## src/rtl/line_state_monitor.sv

```systemverilog
// USB line-state monitor: synchronizes D+/D-, glitch-filters the decoded line
// state and tracks bus reset, end-of-packet and suspend conditions.
module line_state_monitor #(
  parameter int unsigned SYNC_STAGES    = 2,
  parameter int unsigned FILTER_CYCLES  = 3,
  parameter int unsigned LOW_SPEED      = 0,
  parameter int unsigned RESET_CYCLES   = 120,
  parameter int unsigned SUSPEND_CYCLES = 144000,
  parameter int unsigned CNT_W          = 18
) (
  input  logic       clk,
  input  logic       rst,
  input  logic       usb_dp_i,
  input  logic       usb_dn_i,
  output logic [1:0] line_state,
  output logic       line_state_valid,
  output logic       SE0_detected,
  output logic       state_change,
  output logic       eop_detected,
  output logic       bus_reset,
  output logic       suspend
);

  localparam int unsigned RUN_W = $clog2(FILTER_CYCLES + 1);

  localparam logic [1:0] LS_SE0 = 2'b00;
  localparam logic [1:0] LS_J   = 2'b01;
  localparam logic [1:0] LS_K   = 2'b10;
  localparam logic [1:0] LS_ILL = 2'b11;

  typedef enum logic [1:0] {
    ST_ACTIVE,
    ST_SE0_WAIT,
    ST_BUS_RESET,
    ST_SUSPEND
  } state_t;

  logic [SYNC_STAGES-1:0] r_dp_sync;
  logic [SYNC_STAGES-1:0] r_dn_sync;
  logic [1:0]             w_pins;
  logic [1:0]             w_dec;

  logic [1:0]       r_cand;
  logic [RUN_W-1:0] r_run;
  logic [RUN_W-1:0] w_run_next;
  logic             w_change;
  logic [1:0]       w_ls_next;

  logic [CNT_W-1:0] r_jcnt;
  logic [CNT_W-1:0] r_se0cnt;
  logic [CNT_W-1:0] w_jcnt_next;
  logic [CNT_W-1:0] w_se0cnt_next;

  state_t r_state;
  state_t w_state_next;
  logic   w_eop;

  logic [1:0] r_line_state;
  logic       r_valid;
  logic       r_se0_det;
  logic       r_change;
  logic       r_eop;
  logic       r_bus_reset;
  logic       r_suspend;

  // Pin synchronizers; reset to 1 so the idle decode is "illegal"
  always_ff @(posedge clk or posedge rst) begin
    if (rst) begin
      r_dp_sync <= '1;
      r_dn_sync <= '1;
    end else begin
      r_dp_sync <= {r_dp_sync[SYNC_STAGES-2:0], usb_dp_i};
      r_dn_sync <= {r_dn_sync[SYNC_STAGES-2:0], usb_dn_i};
    end
  end

  assign w_pins = {r_dp_sync[SYNC_STAGES-1], r_dn_sync[SYNC_STAGES-1]};

  always_comb begin
    w_dec = LS_ILL;
    case (w_pins)
      2'b00:   w_dec = LS_SE0;
      2'b10:   w_dec = (LOW_SPEED != 0) ? LS_K : LS_J;
      2'b01:   w_dec = (LOW_SPEED != 0) ? LS_J : LS_K;
      default: w_dec = LS_ILL;
    endcase
  end

  // Run-length filter: a new value is accepted on the edge its run reaches FILTER_CYCLES
  always_comb begin
    w_run_next = RUN_W'(1);
    if (w_dec == r_cand) begin
      w_run_next = (r_run >= RUN_W'(FILTER_CYCLES)) ? r_run : r_run + RUN_W'(1);
    end
    w_change  = (w_run_next >= RUN_W'(FILTER_CYCLES)) && (w_dec != r_line_state);
    w_ls_next = w_change ? w_dec : r_line_state;
  end

  always_ff @(posedge clk or posedge rst) begin
    if (rst) begin
      r_cand <= LS_ILL;
      r_run  <= '0;
    end else begin
      r_cand <= w_dec;
      r_run  <= w_run_next;
    end
  end

  // Duration counters follow the line state being registered this cycle
  always_comb begin
    w_jcnt_next   = '0;
    w_se0cnt_next = '0;
    if (w_ls_next == LS_J) begin
      w_jcnt_next = (r_jcnt >= CNT_W'(SUSPEND_CYCLES)) ? r_jcnt : r_jcnt + CNT_W'(1);
    end
    if (w_ls_next == LS_SE0) begin
      w_se0cnt_next = (r_se0cnt >= CNT_W'(RESET_CYCLES)) ? r_se0cnt : r_se0cnt + CNT_W'(1);
    end
  end

  always_comb begin
    w_state_next = r_state;
    w_eop        = 1'b0;
    case (r_state)
      ST_ACTIVE: begin
        if (w_ls_next == LS_SE0) begin
          w_state_next = ST_SE0_WAIT;
        end else if (w_ls_next == LS_J && w_jcnt_next >= CNT_W'(SUSPEND_CYCLES)) begin
          w_state_next = ST_SUSPEND;
        end
      end
      ST_SE0_WAIT: begin
        if (w_ls_next == LS_SE0) begin
          if (w_se0cnt_next >= CNT_W'(RESET_CYCLES)) begin
            w_state_next = ST_BUS_RESET;
          end
        end else begin
          w_state_next = ST_ACTIVE;
          w_eop        = (w_ls_next == LS_J);
        end
      end
      ST_BUS_RESET: begin
        if (w_ls_next != LS_SE0) begin
          w_state_next = ST_ACTIVE;
        end
      end
      ST_SUSPEND: begin
        if (w_ls_next == LS_SE0) begin
          w_state_next = ST_SE0_WAIT;
        end else if (w_ls_next != LS_J) begin
          w_state_next = ST_ACTIVE;
        end
      end
      default: w_state_next = ST_ACTIVE;
    endcase
  end

  // All status outputs are registered in the same cycle as line_state
  always_ff @(posedge clk or posedge rst) begin
    if (rst) begin
      r_state      <= ST_ACTIVE;
      r_jcnt       <= '0;
      r_se0cnt     <= '0;
      r_line_state <= LS_ILL;
      r_valid      <= 1'b0;
      r_se0_det    <= 1'b0;
      r_change     <= 1'b0;
      r_eop        <= 1'b0;
      r_bus_reset  <= 1'b0;
      r_suspend    <= 1'b0;
    end else begin
      r_state      <= w_state_next;
      r_jcnt       <= w_jcnt_next;
      r_se0cnt     <= w_se0cnt_next;
      r_line_state <= w_ls_next;
      r_valid      <= (w_ls_next != LS_ILL);
      r_se0_det    <= (w_ls_next == LS_SE0);
      r_change     <= w_change;
      r_eop        <= w_eop;
      r_bus_reset  <= (w_state_next == ST_BUS_RESET);
      r_suspend    <= (w_state_next == ST_SUSPEND);
    end
  end

  assign line_state       = r_line_state;
  assign line_state_valid = r_valid;
  assign SE0_detected     = r_se0_det;
  assign state_change     = r_change;
  assign eop_detected     = r_eop;
  assign bus_reset        = r_bus_reset;
  assign suspend          = r_suspend;

endmodule
```

## config.mk

```make
export PLATFORM = sky130hd
export DESIGN_NAME = line_state_monitor
export DESIGN_NICKNAME = d
export VERILOG_FILES = /design/src/rtl/line_state_monitor.sv
export SDC_FILE = /design/constraint.sdc
export NUM_CORES = 1
export LEC_CHECK = 0
export CORE_ASPECT_RATIO = 2
export CORE_MARGIN = 3
export CORE_UTILIZATION = 50
export DETAILED_ROUTE_END_ITERATION = 8
export MAX_ROUTING_LAYER = met4
export PLACE_DENSITY = 0.68
export SETUP_SLACK_MARGIN = 0.02
export SYNTH_ARGS = -nofsm -noshare
export SYNTH_HDL_FRONTEND = slang
export SYNTH_SLANG_ARGS = --single-unit
export TNS_END_PERCENT = 100
```

## constraint.sdc

```tcl
create_clock -name clk -period 3.1 [get_ports clk]
set_clock_uncertainty 0.05 [all_clocks]
set_input_delay 0.62 -clock clk [delete_from_list [all_inputs] [get_ports clk]]
set_output_delay 0.62 -clock clk [all_outputs]
set_load 0.01 [all_outputs]
```

Yosys cells after proc, flatten, opt, wreduce, memory -nomap -nowiden
Index checks and enable logic that the tools add are counted.
Widths: inputs -> output; s select.
- $add $sub $neg: 3
- multipliers: 0
- divide/modulo/power cells: 0
- $lt $le $gt $ge: 6
- equality and inequality tests: 12
- shift operators: 0
- multiplexer cells: 18
- bitwise gates (word level): 0
- reduce and logical (&&, ||, !) cells: 6
- operators by type and width (kind ; number):
    $mux 18 ; 4
    $add 18x1->18 const B ; 2
    $ge 18x18->1 const B ; 2
    $ge 18x7->1 const B ; 2
    $mux 2 ; 10
    $eq 2x2->1 const B ; 5
    $pmux 2 s4 ; 1
    $eq 2x1->1 const B ; 3
    $logic_not 2->1 ; 3
    $pmux 2 s3 ; 1
    $ge 2x2->1 const B ; 2
    $add 2x1->2 const B ; 1
    $eq 2x2->1 ; 1
    $logic_and 1x1->1 ; 2
    $mux 1 ; 2
    $ne 2x1->1 const B ; 1
    $ne 2x2->1 ; 1
    $ne 2x2->1 const B ; 1
    $reduce_bool 2->1 ; 1
- bits in registers: 54
- latch bits: 0
- memory bits (writable): 0
- bits in read-only memories: 0
- input bits: 4
- logic and storage cells: 59
- memories: 0

Depth between registers and ports, before layout
Gate-level depths: netlist (run 1).
- depth in word-level cells: 15
- depth in mapped cells: 8
- gate-level depth less buffers: 8

Worst setup path after synthesis (run 1)
No wires, ideal clock.
- path kind: reg-to-reg
- start: reg r_jcnt[15]
- end: reg r_suspend (netlist: suspend)
- arrival time: 2.072 ns
- required time: 2.930 ns
- slack: 0.858 ns
- cell stages (with the launch flop): 8
- buffers on the path: 0
- period minus slack after synthesis: 2.242 ns
- cell sequence: dfrtp_1 or3_4 o31a_4 o31a_1 o21bai_2 a31oi_1 o31a_1 a41o_1
- word-level cells in the longest chain between the ends: 9
- ends and longest elaborated chain (what ; RTL line ; source):
    start, declared ; 49 ; logic [CNT_W-1:0] r_jcnt;
    start signal, assigned ; 173 ; r_jcnt <= w_jcnt_next;
    $add 18x1->18 / $ge 18x18->1 (equally long branches) ; 114 ; w_jcnt_next = (r_jcnt >= CNT_W'(SUSPEND_CYCLES)) ? r_jcnt : r_jcnt + CNT_W'(1);
    $mux 18 (*) ; 114 ;
    $mux 18 (*) ; 113 ; if (w_ls_next == LS_J) begin
    $ge 18x18->1 (*) ; 128 ; end else if (w_ls_next == LS_J && w_jcnt_next >= CNT_W'(SUSPEND_CYCLES)) begin
    $logic_and 1x1->1 (*) ; 128 ;
    $mux 2 (*) ; 128 ;
    $mux 2 (*) ; 126 ; if (w_ls_next == LS_SE0) begin
    $pmux 2 s4 (*) ; 124 ; case (r_state)
    $eq 2x2->1 (*) ; 181 ; r_suspend <= (w_state_next == ST_SUSPEND);
    end signal, assigned ; 181 ;
    end, declared ; 64 ; logic r_suspend;
Every way passes the cells marked *; elsewhere a longest branch is shown, timed or not.

Final worst setup path (run 1)
- start: reg r_jcnt[1]
- end: reg r_suspend (netlist: suspend)
The elaborated chain is that of the path after synthesis.

==> results of run 1 <==
layout make-up:
type	instances	share of cell area [%]
Clock buffer	5	2.33
Clock inverter	3	1.66
Inverter	18	2.29
Multi-Input combinational cell	181	40.1
Sequential cell	54	46.2
Tap cell	57	2.42
Timing Repair Buffer	16	5.01
power groups by stage:
stage               registers, µW  logic, µW  clock network (µW)
floorplan                     744       42.3                   0
global placement              744       71.3                   0
detailed placement            745       71.3                   0
CTS                           731       71.7                 507
global route                  733       78.3                 529
finish                        731       69.6                 487
registers in the layout, summed over array words and instances, names as in the netlist, 2 cells and up:
name,flops
line_state,2
r_dn_sync,2
r_cand,2
r_se0cnt,18
r_jcnt,18
r_dp_sync,2
r_state,2
r_run,2
cells in the final DEF, fill, tap and decap left out, drive strengths merged, types with 2 or more instances in the layout:
| master | Yosys | layout |
|---|---|---|
| dfrtp | 46 | 46 |
| o21bai | 4 | 4 |
| inv | 18 | 19 |
| o31a | 4 | 4 |
| and3 | 16 | 16 |
| a2111oi | 2 | 2 |
| nand3 | 11 | 11 |
| nor3 | 7 | 7 |
| nand2 | 21 | 21 |
| xnor2 | 12 | 12 |
| buf | 2 | 5 |
| or3 | 4 | 4 |
| clkdlybuf4s50 | 0 | 11 |
| nand4 | 5 | 5 |
| ha | 4 | 4 |
| o211ai | 2 | 2 |
| dfstp | 8 | 8 |
| nand2b | 2 | 2 |
| nor4 | 6 | 6 |
| xor2 | 11 | 11 |
| o31ai | 2 | 2 |
| a21o | 3 | 3 |
| and2 | 3 | 3 |
| a31oi | 2 | 2 |
| o21ai | 4 | 4 |
| nor2 | 33 | 33 |
| a21oi | 6 | 6 |
| clkbuf | 8 | 5 |
| or2 | 2 | 2 |
metrics by stage:
stage	setup WS (ns)	power, µW	cell area, µm²	util, %	hold WS (ns)
6_report	0.636	1290	2950	59.0	0.310
3_3_place_gp	0.675	816	2830	56.6	0.297
2_1_floorplan	0.858	786	2650	-	0.295
5_1_grt	0.527	1340	2950	59.0	0.317
4_1_cts	0.644	1310	2950	59.0	0.313
3_5_place_dp	0.667	816	2830	56.6	0.298
critical path, cell delays in order (launching register included):
cell and delay (ns):
dfrtp_1 0.44, ha_1 0.31, inv_1 0.15, or2_2 0.33
o31a_1 0.30, o21bai_2 0.17, a31oi_1 0.11, o31a_1 0.28
a41o_1 0.21
logic make-up (layout without fill, tap and decap cells):
family	Yosys count	in the layout	share of synthesized area (%)
simple gates	112	112	21.3
flops	54	54	51.4
compound gates	40	40	13.0
buf+inv	28	42	4.01
xor+xnor	23	23	7.60
fa+ha+maj	5	5	2.27
mux	1	1	0.378
path summary, 6_finish.rpt:
kind,startpoint,end,slack [ns]
setup / recovery,r_jcnt[1]$_DFF_PP0_,suspend$_DFF_PP0_,0.64
hold / removal,r_dn_sync[0]$_DFF_PP1_,r_dn_sync[1]$_DFF_PP1_,0.31
setup reg to reg,r_jcnt[1]$_DFF_PP0_,suspend$_DFF_PP0_,0.64
hold reg to reg,r_dn_sync[0]$_DFF_PP1_,r_dn_sync[1]$_DFF_PP1_,0.31
max in group asynchronous,rst,r_se0cnt[4]$_DFF_PP0_,1.61
min in group asynchronous,rst,r_run[1]$_DFF_PP0_,0.74
per-layer routing:
layer / GRT usage (%) / vias to the layer above / part of all wire, %
li1: - / 932 / -
met1: 19.2 / 938 / 38
met2: 31.6 / 49 / 55
met3: 3.32 / 20 / 2.8
met4: 12.4 / 0 / 4.0
met5: - / - / 0
==> results by group, run 1 <==
Setup path
  – Critical path peak fanout: 6
  – Worst Path Arrival: 2.62 ns
  – Critical Setup Path Class: reg -> reg
  – WP data required: 3.26 ns
  – Startpoint Class: flop
  – CP endpoint kind: flop
  – Reg2reg path depth: 8

Detailed routing
  – Via count: 1939
  – Wire length per cell: 15.8 µm
  – First DRT Iteration DRCs: 47
  – Via/cell ratio: 5.81
  – Routed Antenna Nets: 0
  – DR DRC count: 0
  – DRT Wirelength: 5270 µm
  – Initial DRT Pass Iterations: 4

Logic synthesis
  – Area leader, netlist: dfrtp_1
  – Async S/R FF share, synth: 100%
  – Most common cell in the netlist: dfrtp_1
  – Area contributors post-synth: dfrtp_1, dfstp_2, nor2_1
  – Most frequent cells after synthesis: dfrtp_1, nor2_1, nand2_1
  – Synth top area share: 43.4%
  – Cells after Synth: 263
  – Synth Area per Inst: 10.1 µm²
  – Yosys reg bits: 54
  – Primary FF master, synth: dfrtp_1
  – Yosys cell types: 53
  – Yosys warnings: 0
  – Synthesized cell area: 0.00265 mm²
  – Post-Syn Nets: 271
  – Part of the Yosys area used for sequential elements: 51.4%
  – EDFF count, synth: 0

GRT
  – Largest net degree at the start of global routing: 42
  – GR Overflow Total: 0
  – First-pass GRT wire length: 8650 µm
  – Initial antenna violation count: 0
  – Aggregate global-route resource usage: 18.7%
  – Vias in the first global route: 1964

Placement
  – DPL Wire Length: 3860 µm
  – DP Cell Count: 326
  – Routability congestion estimate: 0.944
  – # port buffers: 11

Final layout
  – Share of layout cells above drive strength 1: 12.3%
  – Multi-input logic area: 0.00118 mm²
  – Fillers: 422
  – Area delta synth->final: 11.2%
  – Nets: 284
  – Antenna fix cells: 0
  – Sequential cell area: 0.00136 mm²
  – Cell Count, Final, Fillers Out: 334

Pwr
  – Internal power: 993 µW
  – Leakage: 0.00130 µW
  – Power share of the combinational group: 5.4%
  – Switch share: 22.8%
  – Sequential cell fraction of total power: 56.8%
  – VDD IR max: 389 µV
  – PD cells: 437 mW/mm²
  – Clock share of power: 37.8%
  – Switch Pwr: 294 µW

STA
  – Tightest Pin Transition: 0.843 ns
  – FMAX: 0.406 GHz
  – Max-slew violations: 0
  – # setup viols final: 0
  – Fin crit period: 2.46 ns
  – Fin. Hold Viols: 0
  – Fin crit share: 79.5%
  – Max-slew headroom: 43.7%
  – Post-Route Setup TNS: 0 ns
  – RSZ-0062 raised after global routing: false

Floorplan
  – Core ar.: 0.00500 mm²
  – Initial Util: 53.0%
  – Die Span Y: 109 µm
  – Ports: 12
  – Die area: 0.00626 mm²
  – Std-Cell Rows: 36
  – Width of the die: 57.5 µm

Clock tree
  – Clock Pin Slew Worst Setup and Hold Paths: 0.10 ns
  – CTS tree: done
  – Clock Path Buffers: 2
  – CTS Sinks: 54
  – Clk_lat worst skew: 0.31 ns
  – Root buf cell: clkbuf_8
  – Post-CTS Hold Fix Bufs: 0
  – H-tree depth: 2
  – CTS Buf Count: 5
  – Post-CTS Setup Inserts: 0
  – Number of gates resized after cts: 0

Run status
  – Status: completed

Min path
  – Hold/Removal Path Class: reg -> reg
  – Hold Path Depth: 0

Flow run
  – Max-cap violations: 0
(Power assumes the default switching activity.)
==> run 2, diff against run 1 <==
clock period = 2.5 ns   (was 3.1 ns; I/O delays follow)
==> run 2 against run 1 <==
Net effect: final cell count rose by 2.4%; worst setup slack got worse by 0.56 ns; maximum frequency rose by 1.7%; critical path depth fell by 1; non-clock buffer count rose by 8; worst hold slack barely moved; power rose by 19%; critical path type unchanged; critical endpoint unchanged; largest cell class unchanged; highest routed layer unchanged.
==> results by group, run 2 (synthesis results as in run 1) <==
Clock tree
  – H-tree depth: 2 (unchanged)
  – CTS tree: done
  – CTS Buf Count: 5 (unchanged)
  – Post-CTS Hold Fix Bufs: 0 (unchanged)
  – Root buf cell: clkbuf_8
  – CTS Sinks: 54 (unchanged)
  – Clock Pin Slew Worst Setup and Hold Paths: 0.09 ns (about the same)
  – Clk_lat worst skew: 0.31 ns (about the same)
  – Clock Path Buffers: 2 (unchanged)

Placement
  – # port buffers: 11 (unchanged)
  – Routability congestion estimate: 0.960 (+1.7%)
  – DPL Wire Length: 4110 µm (+6.5%)

Setup path
  – Critical path peak fanout: 4 (-2)
  – Startpoint Class: flop
  – WP data required: 2.65 ns (-0.61 ns)
  – Reg-to-reg slack, setup: 0.08 ns (-0.56 ns)
  – Worst R2R End: suspend$_DFF_PP0_
  – FF-to-FF Start: r_jcnt[15]$_DFF_PP0_
  – CP Capture Point: suspend$_DFF_PP0_
  – Crit path from: r_jcnt[15]$_DFF_PP0_
  – Worst Path Arrival: 2.58 ns (-0.04 ns)
  – CP endpoint kind: flop
  – Critical Setup Path Class: reg -> reg
  – Reg2reg path depth: 7 (-1)

Detailed routing
  – DR DRC count: 0 (unchanged)
  – First DRT Iteration DRCs: 71 (+51%)
  – Initial DRT Pass Iterations: 4 (unchanged)
  – DRT Wirelength: 5500 µm (+4.4%)
  – Wire length per cell: 16.1 µm (+2.0%)
  – Routed Antenna Nets: 0 (unchanged)
  – Via/cell ratio: 5.71 (-1.6%)
  – Via count: 1954 (+0.77%)

STA
  – FMAX: 0.413 GHz (+1.7%)
  – Max-slew headroom: 67.2% (+23 points)
  – Fin. Hold Viols: 0 (unchanged)
  – Max-slew violations: 0 (unchanged)
  – Fin crit share: 96.9% (+17 points)
  – # setup viols final: 0 (unchanged)
  – Hold slack: 0.310 ns (-0.000115 ns)
  – Tightest Pin Transition: 0.492 ns (-0.351 ns)
  – Fin crit period: 2.42 ns (-0.0401 ns)

Pwr
  – Internal power: 1180 µW (+19%)
  – PD cells: 508 mW/mm² (+16%)
  – VDD IR max: 362 µV (-7.0%)
  – Switch share: 22.7% (-0.17 points)
  – Sequential cell fraction of total power: 59.4% (+2.6 points)
  – Total power: 1530 µW (+19%)
  – Power share of the combinational group: 5.8% (+0.4 points)
  – Clock share of power: 34.9% (-2.9 points)
  – Leakage: 0.00135 µW (+3.4%)
  – Switch Pwr: 347 µW (+18%)

Floorplan
  – Std-Cell Rows: 36 (unchanged)
  – Ports: 12 (unchanged)
  – Core ar.: 0.00500 mm² (unchanged)
  – Die Span Y: 109 µm (unchanged)
  – Width of the die: 57.5 µm (unchanged)
  – Initial Util: 53.0% (unchanged)
  – Die area: 0.00626 mm² (unchanged)

GRT
  – Aggregate global-route resource usage: 20.3% (+1.6 points)
  – GR Overflow Total: 0 (unchanged)
  – Largest net degree at the start of global routing: 26 (-38%)
  – First-pass GRT wire length: 9530 µm (+10%)
  – Gr busiest metal: met2
  – Met3 Usage GRT: 2.73% (-0.59 points)
  – Met1 Track Usage GR: 21.3% (+2.0 points)
  – Met2 Usage GRT: 35.4% (+3.7 points)
  – Initial antenna violation count: 0 (unchanged)
  – Vias in the first global route: 2054 (+4.6%)

Final layout
  – Most frequent cells in the layout: dfrtp_1, nor2_1, nand2_1
  – Area delta synth->final: 13.7%
  – Biggest regs: r_jcnt: 18 flops, r_se0cnt: 18 flops
  – Antenna fix cells: 0 (unchanged)
  – Share of layout cells above drive strength 1: 15.4% (+3.2 points)
  – Nets: 292 (+2.8%)
  – Most common cell after layout, fill and taps aside: dfrtp_1

Min path
  – Hold/Removal Path Class: reg -> reg
  – Hold Path Depth: 0 (unchanged)

Run status
  – Status: completed

Flow run
  – Max-cap violations: 0 (unchanged)
run 2: power by group through the flow:
stage / clock (µW) / combinational (µW) / sequential (µW)
floorplan: 0 / 52.5 / 923
global placement: 0 / 89.1 / 924
detailed placement: 0 / 90.2 / 924
CTS: 556 / 90.2 / 907
global route: 585 / 99.4 / 911
finish: 533 / 88.3 / 908
run 2: through the flow:
step	utilization [%]	TNS [ns]	std cells	instance area (µm²)	setup slack (ns)
6_report	60.3	0	342	3010	0.0764
5_1_grt	60.3	-0.0510	342	3010	-0.0353
4_1_cts	59.6	0	340	2980	0.0632
3_5_place_dp	57.5	0	332	2880	0.0865
3_3_place_gp	57.5	0	332	2880	0.125
2_1_floorplan	-	0	263	2650	0.258
run 2: layer usage:
metal / up-vias / routed length [µm]
li1: 948 / -
met1: 947 / 2070
met2: 36 / 3100
met3: 23 / 97
met4: 0 / 230
met5: - / 0
run 2: final cells by class:
type / count / area [µm²]
well taps: 57 / 71.3
repair buffers: 24 / 208
fillers: 435 / 1990
inverters: 18 / 67.6
multi-input cells: 181 / 1200
flip-flops and latches: 54 / 1360
clock buffers: 7 / 96.3
clock inverters: 1 / 8.76
run 2: timing repair:
item	CTS	global route
buffers inserted	0	2
gates resized for setup	0	3
endpoints found under the setup margin	0	3
run 2: how the worst min path moves through the flow:
stage                            from                     end  slack, ns
5_1_grt        r_dn_sync[0]$_DFF_PP1_  r_dn_sync[1]$_DFF_PP1_       0.32
3_5_place_dp   r_dn_sync[0]$_DFF_PP1_  r_dn_sync[1]$_DFF_PP1_       0.30
3_3_place_gp   r_dn_sync[0]$_DFF_PP1_  r_dn_sync[1]$_DFF_PP1_       0.30
4_1_cts        r_dp_sync[0]$_DFF_PP1_  r_dp_sync[1]$_DFF_PP1_       0.31
2_1_floorplan  r_dn_sync[0]$_DFF_PP1_  r_dn_sync[1]$_DFF_PP1_       0.30
6_report       r_dp_sync[0]$_DFF_PP1_  r_dp_sync[1]$_DFF_PP1_       0.31
run 2: critical path, stage by stage, from the launching register on:
cell and delay, ns:
dfrtp_1 0.43, or3_4 0.41, o21ai_0 0.34, o2111ai_1 0.19
a32oi_1 0.31, a31oi_1 0.13, o31a_1 0.27, a41o_1 0.20
==> patch: new RTL, flow settings as in run 1 <==
The 4 states of `state_t` get a Gray code encoding in 2 bits.
--- a/src/rtl/line_state_monitor.sv
+++ b/src/rtl/line_state_monitor.sv
@@ -29,10 +29,10 @@
   localparam logic [1:0] LS_ILL = 2'b11;
 
   typedef enum logic [1:0] {
-    ST_ACTIVE,
-    ST_SE0_WAIT,
-    ST_BUS_RESET,
-    ST_SUSPEND
+    ST_ACTIVE    = 2'b00,
+    ST_SE0_WAIT  = 2'b01,
+    ST_BUS_RESET = 2'b11,
+    ST_SUSPEND   = 2'b10
   } state_t;
 
   logic [SYNC_STAGES-1:0] r_dp_sync;
Formal check against the unedited RTL: no difference found for any inputs over 10 cycles, from zero or initial values and one cycle with rst high; not proved beyond that.
==> patch against run 1 <==
Utilization decreased by 1.0 points. Largest cell class unchanged. Critical path type unchanged. Cell count increased by 0.60%. Sequential cell count unchanged. Cell area rose by 1.9%. Area after synthesis grew 2.2%. Wire length rose by 3.2%. Worst setup slack worse by 210 ps. Power rose by 5.3%.
==> patch: results (changes against run 1) <==
[finish]
inverters = 12  ; -6
buf_share_pct = 5.167  ; +0.16 points
multi_input_cells = 187  ; +3.3%
multi_input_area_share_pct = 41.75  ; +1.6 points
clk_share_pct = 3.750  ; -0.24 points
fillers = 487  ; +15%

[synthesis]
synth.distinct_cells = 60  ; +13%
synth-adder-area-share_pct = 2.264  ; about the same
synthXorXnorAreaFrac_pct = 7.763  ; +0.16 points
synth_cells = 262  ; -0.38%
syn-num-nets = 270  ; -0.37%

[setup_path]
crit_fanout = 9  ; +3
crit_arrival_ps = 2810  ; +190 ps
r2r_slack_ps = 430  ; -210 ps

[global_routing]
grt_util_met3_pct = 2.681  ; -0.64 points
grt_pass1_wl_um = 8976  ; +3.7%

[status]
status = complete, no violations

[placed_design]
dp.cells = 328  ; +0.61%
dp_hpwl_um = 4024  ; +4.2%
placement.cell_area_um2 = 2890  ; +2.1%
place.gp.congestion = 0.8861  ; -6.2%

[sta]
hold_ws_ps = 309.7  ; -0.3810 ps

[detailed_routing]
drt-pass1-iter-count = 5  ; +1
wire_per_inst_um = 16.17  ; +2.5%
met1_length_um = 2095  ; +3.4%
vias = 1964  ; +1.3%

[power]
powerDensity_nw_per_um2 = 451.3  ; +3.3%

patch: path summary, 6_finish.rpt:
check,startpoint,endpoint,cells past startpoint
min in group asynchronous,rst,r_jcnt[15]$_DFF_PP0_,2
worst max-delay path,r_dn_sync[1]$_DFF_PP1_,bus_reset$_DFF_PP0_,7
worst min-delay path,r_dp_sync[0]$_DFF_PP1_,r_dp_sync[1]$_DFF_PP1_,0
worst min register to register,r_dp_sync[0]$_DFF_PP1_,r_dp_sync[1]$_DFF_PP1_,0
worst max register to register,r_dn_sync[1]$_DFF_PP1_,bus_reset$_DFF_PP0_,7
max in group asynchronous,rst,line_state[1]$_DFF_PP1_,3
patch: where the power goes:
part / internal [mW] / total [mW] / switching (mW)
registers: 0.732 / 0.757 / 0.0247
clock network: 0.243 / 0.485 / 0.242
logic: 0.0526 / 0.114 / 0.0611
patch: critical path, cell delays in order (launching register included):
cell and delay (ps):
dfstp_2 590, xor2_1 270, o21ai_1 130, o211ai_1 550, maj3_2 340, a21oi_2 70
a2111oi_2 420, a211oi_1 140
